--- src/rtl/pit_irq_sink_if.sv ---
// pit_irq_sink_if: timer/host-side signal bundle for pit_irq_sink.
// The master modport is the environment (timer + host); the slave modport is the sink.
interface pit_irq_sink_if #(
  parameter int unsigned CNT_W = 8
) ();

  // environment -> sink
  logic             i_enable;
  logic             i_irq_in;
  logic             i_ack;
  logic             i_clear_overrun;

  // sink -> environment
  logic             o_irq_out;
  logic [CNT_W-1:0] o_pending_count;
  logic             o_overrun;
  logic             o_serviced;
  logic             o_timeout;

  modport master (
    output i_enable,
    output i_irq_in,
    output i_ack,
    output i_clear_overrun,
    input  o_irq_out,
    input  o_pending_count,
    input  o_overrun,
    input  o_serviced,
    input  o_timeout
  );

  modport slave (
    input  i_enable,
    input  i_irq_in,
    input  i_ack,
    input  i_clear_overrun,
    output o_irq_out,
    output o_pending_count,
    output o_overrun,
    output o_serviced,
    output o_timeout
  );

endinterface

--- src/rtl/pit_irq_sink.sv ---
// pit_irq_sink: turns the interval timer's one-cycle interrupt pulses into a
// level interrupt with a host acknowledge handshake. Events arriving before
// the acknowledge are queued in a saturating pending counter; an event that
// finds the counter saturated sets a sticky overrun flag.
// Optional feature macro: IRQ_TIMEOUT_EN adds an acknowledge-timeout pulse
// generator; without it o_timeout is tied low and TIMEOUT only gets range-checked.
module pit_irq_sink #(
  parameter int unsigned CNT_W   = 8,
  parameter int unsigned TIMEOUT = 1000
) (
  input  logic          i_clk,
  input  logic          i_rst,
  pit_irq_sink_if.slave bus
);

  localparam logic [CNT_W-1:0] CNT_MAX = {CNT_W{1'b1}};

  // Reject parameter values the counters cannot represent.
  if (CNT_W < 1) begin : g_bad_cnt_w
    $error("pit_irq_sink: CNT_W must be >= 1");
  end
  if ((TIMEOUT < 1) || (TIMEOUT > 65535)) begin : g_bad_timeout
    $error("pit_irq_sink: TIMEOUT must be in 1..65535");
  end

  typedef enum logic [1:0] {
    ST_IDLE    = 2'd0,
    ST_PENDING = 2'd1,
    ST_GAP     = 2'd2
  } state_t;

  state_t           r_state;
  state_t           w_state_next;
  logic             r_irq_in_q;
  logic [CNT_W-1:0] r_count;
  logic [CNT_W-1:0] w_count_next;
  logic             r_overrun;
  logic             w_overrun_next;
  logic             r_irq_out;
  logic             r_serviced;
  logic             w_event;
  logic             w_acc_ack;
  logic             w_ovf;

  // Rising edge of the timer line while accepting; a held-high line is one event.
  assign w_event = bus.i_enable & bus.i_irq_in & ~r_irq_in_q;

  // Next-state, pending-count and overrun logic.
  always_comb begin
    w_state_next   = r_state;
    w_count_next   = r_count;
    w_overrun_next = r_overrun;
    w_acc_ack      = 1'b0;
    w_ovf          = 1'b0;

    if (r_state == ST_PENDING) begin
      w_acc_ack = bus.i_ack;
    end

    // An event and an accepted ack in the same cycle cancel out.
    if (w_event && !w_acc_ack) begin
      if (r_count == CNT_MAX) begin
        w_ovf = 1'b1;
      end else begin
        w_count_next = r_count + CNT_W'(1);
      end
    end else if (w_acc_ack && !w_event) begin
      w_count_next = r_count - CNT_W'(1);
    end

    // A new overrun wins over a same-cycle clear.
    if (w_ovf) begin
      w_overrun_next = 1'b1;
    end else if (bus.i_clear_overrun) begin
      w_overrun_next = 1'b0;
    end

    case (r_state)
      ST_IDLE: begin
        if (w_event) begin
          w_state_next = ST_PENDING;
        end
      end
      ST_PENDING: begin
        if (w_acc_ack) begin
          w_state_next = ST_GAP;
        end
      end
      ST_GAP: begin
        // One low cycle so the host sees a fresh edge for the next event.
        w_state_next = (w_count_next != '0) ? ST_PENDING : ST_IDLE;
      end
      default: begin
        w_state_next = ST_IDLE;
      end
    endcase
  end

  // State, counter and registered outputs.
  always_ff @(posedge i_clk or posedge i_rst) begin
    if (i_rst) begin
      r_state    <= ST_IDLE;
      r_irq_in_q <= 1'b0;
      r_count    <= '0;
      r_overrun  <= 1'b0;
      r_irq_out  <= 1'b0;
      r_serviced <= 1'b0;
    end else begin
      r_state    <= w_state_next;
      r_irq_in_q <= bus.i_irq_in;
      r_count    <= w_count_next;
      r_overrun  <= w_overrun_next;
      r_irq_out  <= (w_state_next == ST_PENDING);
      r_serviced <= w_acc_ack;
    end
  end

  assign bus.o_irq_out       = r_irq_out;
  assign bus.o_pending_count = r_count;
  assign bus.o_overrun       = r_overrun;
  assign bus.o_serviced      = r_serviced;

`ifdef IRQ_TIMEOUT_EN
  localparam int unsigned    TO_W    = 16;
  localparam logic [TO_W-1:0] TO_LAST = TO_W'(TIMEOUT - 1);

  logic [TO_W-1:0] r_to_cnt;
  logic [TO_W-1:0] w_to_cnt_next;
  logic            r_timeout;
  logic            w_timeout_next;

  // Count un-acked PENDING cycles; anything else (IDLE, GAP, ack) clears it.
  always_comb begin
    w_to_cnt_next  = '0;
    w_timeout_next = 1'b0;
    if ((r_state == ST_PENDING) && !bus.i_ack) begin
      if (r_to_cnt == TO_LAST) begin
        w_timeout_next = 1'b1;
      end else begin
        w_to_cnt_next = r_to_cnt + TO_W'(1);
      end
    end
  end

  // Timeout counter and registered pulse.
  always_ff @(posedge i_clk or posedge i_rst) begin
    if (i_rst) begin
      r_to_cnt  <= '0;
      r_timeout <= 1'b0;
    end else begin
      r_to_cnt  <= w_to_cnt_next;
      r_timeout <= w_timeout_next;
    end
  end

  assign bus.o_timeout = r_timeout;
`else
  assign bus.o_timeout = 1'b0;
`endif

`ifndef SYNTHESIS
  // A serviced pulse always coincides with the GAP low cycle.
  a_serviced_in_gap : assert property (@(posedge i_clk) disable iff (i_rst)
    r_serviced |-> !r_irq_out);

  // The count never reaches zero while the interrupt is raised.
  a_count_nonzero_when_irq : assert property (@(posedge i_clk) disable iff (i_rst)
    r_irq_out |-> (r_count != '0));
`endif

endmodule

--- src/flat_wrapper.sv ---
// flat-port wrapper written by rule: the top's interface ports become plain ports
module pit_irq_sink_flat 
#(
  parameter int unsigned CNT_W   = 8,
  parameter int unsigned TIMEOUT = 1000
)
  (i_clk, i_rst, bus_i_enable, bus_i_irq_in, bus_i_ack, bus_i_clear_overrun, bus_o_irq_out, bus_o_pending_count, bus_o_overrun, bus_o_serviced, bus_o_timeout);
  pit_irq_sink_if #(.CNT_W(CNT_W)) bus_i ();
  input  logic i_clk;
  input  logic i_rst;
  input wire logic [$bits(bus_i.i_enable)-1:0] bus_i_enable;
  input wire logic [$bits(bus_i.i_irq_in)-1:0] bus_i_irq_in;
  input wire logic [$bits(bus_i.i_ack)-1:0] bus_i_ack;
  input wire logic [$bits(bus_i.i_clear_overrun)-1:0] bus_i_clear_overrun;
  output wire logic [$bits(bus_i.o_irq_out)-1:0] bus_o_irq_out;
  output wire logic [$bits(bus_i.o_pending_count)-1:0] bus_o_pending_count;
  output wire logic [$bits(bus_i.o_overrun)-1:0] bus_o_overrun;
  output wire logic [$bits(bus_i.o_serviced)-1:0] bus_o_serviced;
  output wire logic [$bits(bus_i.o_timeout)-1:0] bus_o_timeout;
  assign bus_i.i_enable = bus_i_enable;
  assign bus_i.i_irq_in = bus_i_irq_in;
  assign bus_i.i_ack = bus_i_ack;
  assign bus_i.i_clear_overrun = bus_i_clear_overrun;
  assign bus_o_irq_out = bus_i.o_irq_out;
  assign bus_o_pending_count = bus_i.o_pending_count;
  assign bus_o_overrun = bus_i.o_overrun;
  assign bus_o_serviced = bus_i.o_serviced;
  assign bus_o_timeout = bus_i.o_timeout;
  pit_irq_sink #(.CNT_W(CNT_W), .TIMEOUT(TIMEOUT)) u_core (.i_clk(i_clk), .i_rst(i_rst), .bus(bus_i));
endmodule
--- config.mk ---
export PLATFORM = sky130hd
export DESIGN_NAME = pit_irq_sink_flat
export DESIGN_NICKNAME = d
export VERILOG_FILES = /design/src/rtl/pit_irq_sink_if.sv /design/src/rtl/pit_irq_sink.sv /design/src/flat_wrapper.sv
export SDC_FILE = /design/constraint.sdc
export NUM_CORES = 1
export LEC_CHECK = 0
export ABC_AREA = 1
export CAP_MARGIN = 20
export CELL_PAD_IN_SITES_DETAIL_PLACEMENT = 1
export CELL_PAD_IN_SITES_GLOBAL_PLACEMENT = 1
export CORE_MARGIN = 2
export CORE_UTILIZATION = 30
export CTS_CLUSTER_DIAMETER = 100
export DETAILED_ROUTE_END_ITERATION = 6
export GPL_ROUTABILITY_DRIVEN = 0
export PLACE_DENSITY_LB_ADDON = 0.1
export SYNTH_ARGS = -nofsm -noshare
export SYNTH_HDL_FRONTEND = slang
export SYNTH_SLANG_ARGS = --single-unit
--- constraint.sdc ---
create_clock -name i_clk -period 1.85 [get_ports i_clk]
set_input_delay 0.37 -clock i_clk [delete_from_list [all_inputs] [get_ports i_clk]]
set_output_delay 0.37 -clock i_clk [all_outputs]
set_load 0.02 [all_outputs]
==> impl_metrics.env <==
export IMPL_cp_arrival_ps=1420
export IMPL_drive_gt1_share_pct=30.4
export IMPL_finalSetupTns_ps=0
export IMPL_synth_seq_cells=14
export IMPL_dieArea_sq_um=3650
export IMPL_period_minus_slack_ps=1790
export IMPL_wl_microns=3080
export IMPL_crit_chain="buf_4 -> clkdlybuf4s50_1"
export IMPL_required_ps=1480
export IMPL_grt_pass1_vias=1089
export IMPL_ios=18
export IMPL_slew_viol_final=0
export IMPL_yosys_warnings=0
export IMPL_switching_share_pct=44.9
export IMPL_drc=0
export IMPL_p_per_area_nw_per_um2=1480
export IMPL_dpl_cell_area_sq_um=1300
export IMPL_die_w_microns=60.5
export IMPL_rsz0062_at_grt="true"
export IMPL_critPathKind="reg2out"
export IMPL_critPathMaxStageDelay_ps=590
export IMPL_syn_inst=141
export IMPL_pre_cts_ws_ps=-468
export IMPL_synth_distinct_cells=23
export IMPL_synth_area_leaders="dfrtp_1 37%, nand2_1 16%, nand3_1 9.4%"
export IMPL_leakage_nw=0.761
export IMPL_antenna_found_initial=0
export IMPL_diodes=0
export IMPL_num_vias=1055
export IMPL_cts_clk_slew_worst_paths_ps=90
export IMPL_worst_path_buf_inv=2
export IMPL_syn_nets=149
export IMPL_pwr_share_comb_pct=64.0
export IMPL_hold_path_class="in2reg"
export IMPL_place_detailed_hpwl_microns=2270
export IMPL_cp_top_family="buffers and inverters"
export IMPL_drtIter0Drc=46
export IMPL_finalCritPeriodShare_pct=96.9
export IMPL_firstDrtPassIters=4
export IMPL_htree_levels=1
export IMPL_ant_nets=0
export IMPL_track_usage_pct=17.4
export IMPL_crit_path_top_delay_cell="clkdlybuf4s50_1"
export IMPL_p_seq_share_pct=25.8
export IMPL_peakVddDrop_mv=0.713
export IMPL_holdWs_ps=364
export IMPL_core_area_sq_um=3050
export IMPL_rows=20
export IMPL_syn_area_sq_um=956
export IMPL_final_cell_mix="40 x nand2_1, 26 x buf_4, 17 x inv_1"
export IMPL_clockBufferDepth=2
export IMPL_cts_buffers=3
export IMPL_worst_path_max_fanout=4
export IMPL_endpoint_kind="primary output"
export IMPL_finalWorstSetupSlack_ps=57.9
export IMPL_fmax_mhz=558
export IMPL_fp_dieH_microns=60.5
export IMPL_tightest_slew_ps=567
export IMPL_cts_hold_buf=0
export IMPL_maxSlewHeadroom_pct=62.2
export IMPL_layout_commonest_cell="nand2_1"
export IMPL_overflow=0
export IMPL_syn_area_per_cell_sq_um=6.78
export IMPL_synth_top_area_share_pct=36.6
export IMPL_setup_violations=0
export IMPL_netSwitchingPower_uw=995
export IMPL_cts_sinks=14
export IMPL_fillers=394
export IMPL_outcome="complete, no violations"
export IMPL_ys_seq_area_share_pct=36.6
export IMPL_total_power_mw=2.22
export IMPL_grt_first_pass_wirelength_microns=4800
export IMPL_finalNetCount=193
export IMPL_p_clk_share_pct=10.2
export IMPL_avgRoutedWirePerCell_microns=13.5
export IMPL_finClkSkew_ps=2.63
export IMPL_drv_cap=0
export IMPL_port_buffer_count=16
export IMPL_grt_max_degree=15
export IMPL_critPathLaunchType="register"
export IMPL_areaGrowthSynthToFinish_pct=56.2
export IMPL_cts_tree="yes"
export IMPL_insertion_delay_ps=280
export IMPL_p_int_mw=1.22
export IMPL_start_util_pct=31.3
export IMPL_synth_top_cell_by_area="dfrtp_1"
export IMPL_cts_root_buf="clkbuf_4"
export IMPL_final_cell_area_sq_um=1490
export IMPL_via_per_inst=4.63
export IMPL_final_hold_violation_count=0
==> final timing paths <==
kind	startpoint	end	slack, ps	depth (start not counted)
max	u_core.bus.o_pending_count[1]	bus_o_pending_count[1]	60	2
min	bus_i_irq_in	u_core.r_irq_in_q	360	2
max reg2reg	u_core.bus.o_pending_count[0]	u_core.r_state[0]	80	11
min reg2reg	u_core.r_state[1]	u_core.r_state[1]	540	2
max in group asynchronous	i_rst	u_core.bus.o_pending_count[4]	1020	2
min in group asynchronous	i_rst	u_core.bus.o_pending_count[1]	430	2
==> what timing repair did <==
action                                  in CTS  in global routing
gates resized for setup                      9                 24
endpoints found under the setup margin       3                  5
gates cloned                                 0                  0
pin swaps                                    1                  5
setup buffers                                2                  4
endpoints found under the hold margin        0                  0
==> cell families after synthesis <==
logic type	Yosys count	share of synthesized area (%)
other	1	0.392
AND/OR/NAND/NOR	89	41.8
AO/OA/AOI/OAI	11	6.41
buffers and inverters	20	8.51
flip-flops	14	36.6
adder cells (fa/ha/maj)	2	2.62
XOR/XNOR	4	3.67
==> layer usage <==
metal | GRT usage, % | routed length, microns | vias up
li1 | - | - | 527
met2 | 31.7 | 1660 | 16
met3 | 1.28 | 67 | 8
met5 | 0 | 0 | -
met1 | 21.9 | 1280 | 504
met4 | 5.59 | 68 | 0
==> cells in the mapped netlist (all sizes together) <==
| library cell | count |
|---|---|
| o211ai | 1 |
| o22ai | 1 |
| conb | 1 |
| nor2 | 21 |
| nand3 | 18 |
| xor2 | 3 |
| buf | 3 |
| a21oi | 4 |
| nor3 | 1 |
| inv | 17 |
| ha | 2 |
| dfrtp | 14 |
| o31ai | 1 |
| xnor2 | 1 |
| o21ai | 4 |
| nand2 | 47 |
| nand3b | 1 |
| nand4 | 1 |
==> power groups by stage <==
stage          registers (mW)  clock network, mW  logic, mW
3_5_place_dp            0.574                  0       1.22
2_1_floorplan           0.632                  0      0.569
4_1_cts                 0.568              0.232       1.27
3_3_place_gp            0.576                  0       1.18
5_1_grt                 0.592              0.246       1.58
6_report                0.572              0.225       1.42
==> stage by stage <==
stage | std cells | util, %
3_5_place_dp | 218 | 42.7
2_1_floorplan | 141 | -
3_3_place_gp | 218 | 42.7
5_1_grt | 228 | 48.9
6_report | 228 | 48.9
4_1_cts | 224 | 45.2
==> flip-flops by register name, indices dropped and copies added, names as in the netlist <==
name and cells:
u_core.bus.o_pending_count 8, u_core.r_state 2, u_core.bus.o_irq_out 1, u_core.bus.o_overrun 1
u_core.bus.o_serviced 1, u_core.r_irq_in_q 1
==> cell type report <==
cell class | instances | area (sq um) | area share [%]
Clock buffer | 4 | 36.3 | 2.43
Sequential cell | 14 | 354 | 23.7
Inverter | 17 | 63.8 | 4.27
Multi-Input combinational cell | 107 | 618 | 41.4
Tap cell | 44 | 55.1 | 3.69
Timing Repair Buffer | 42 | 365 | 24.5
No activity file was read; power rests on OpenSTA's default activity.
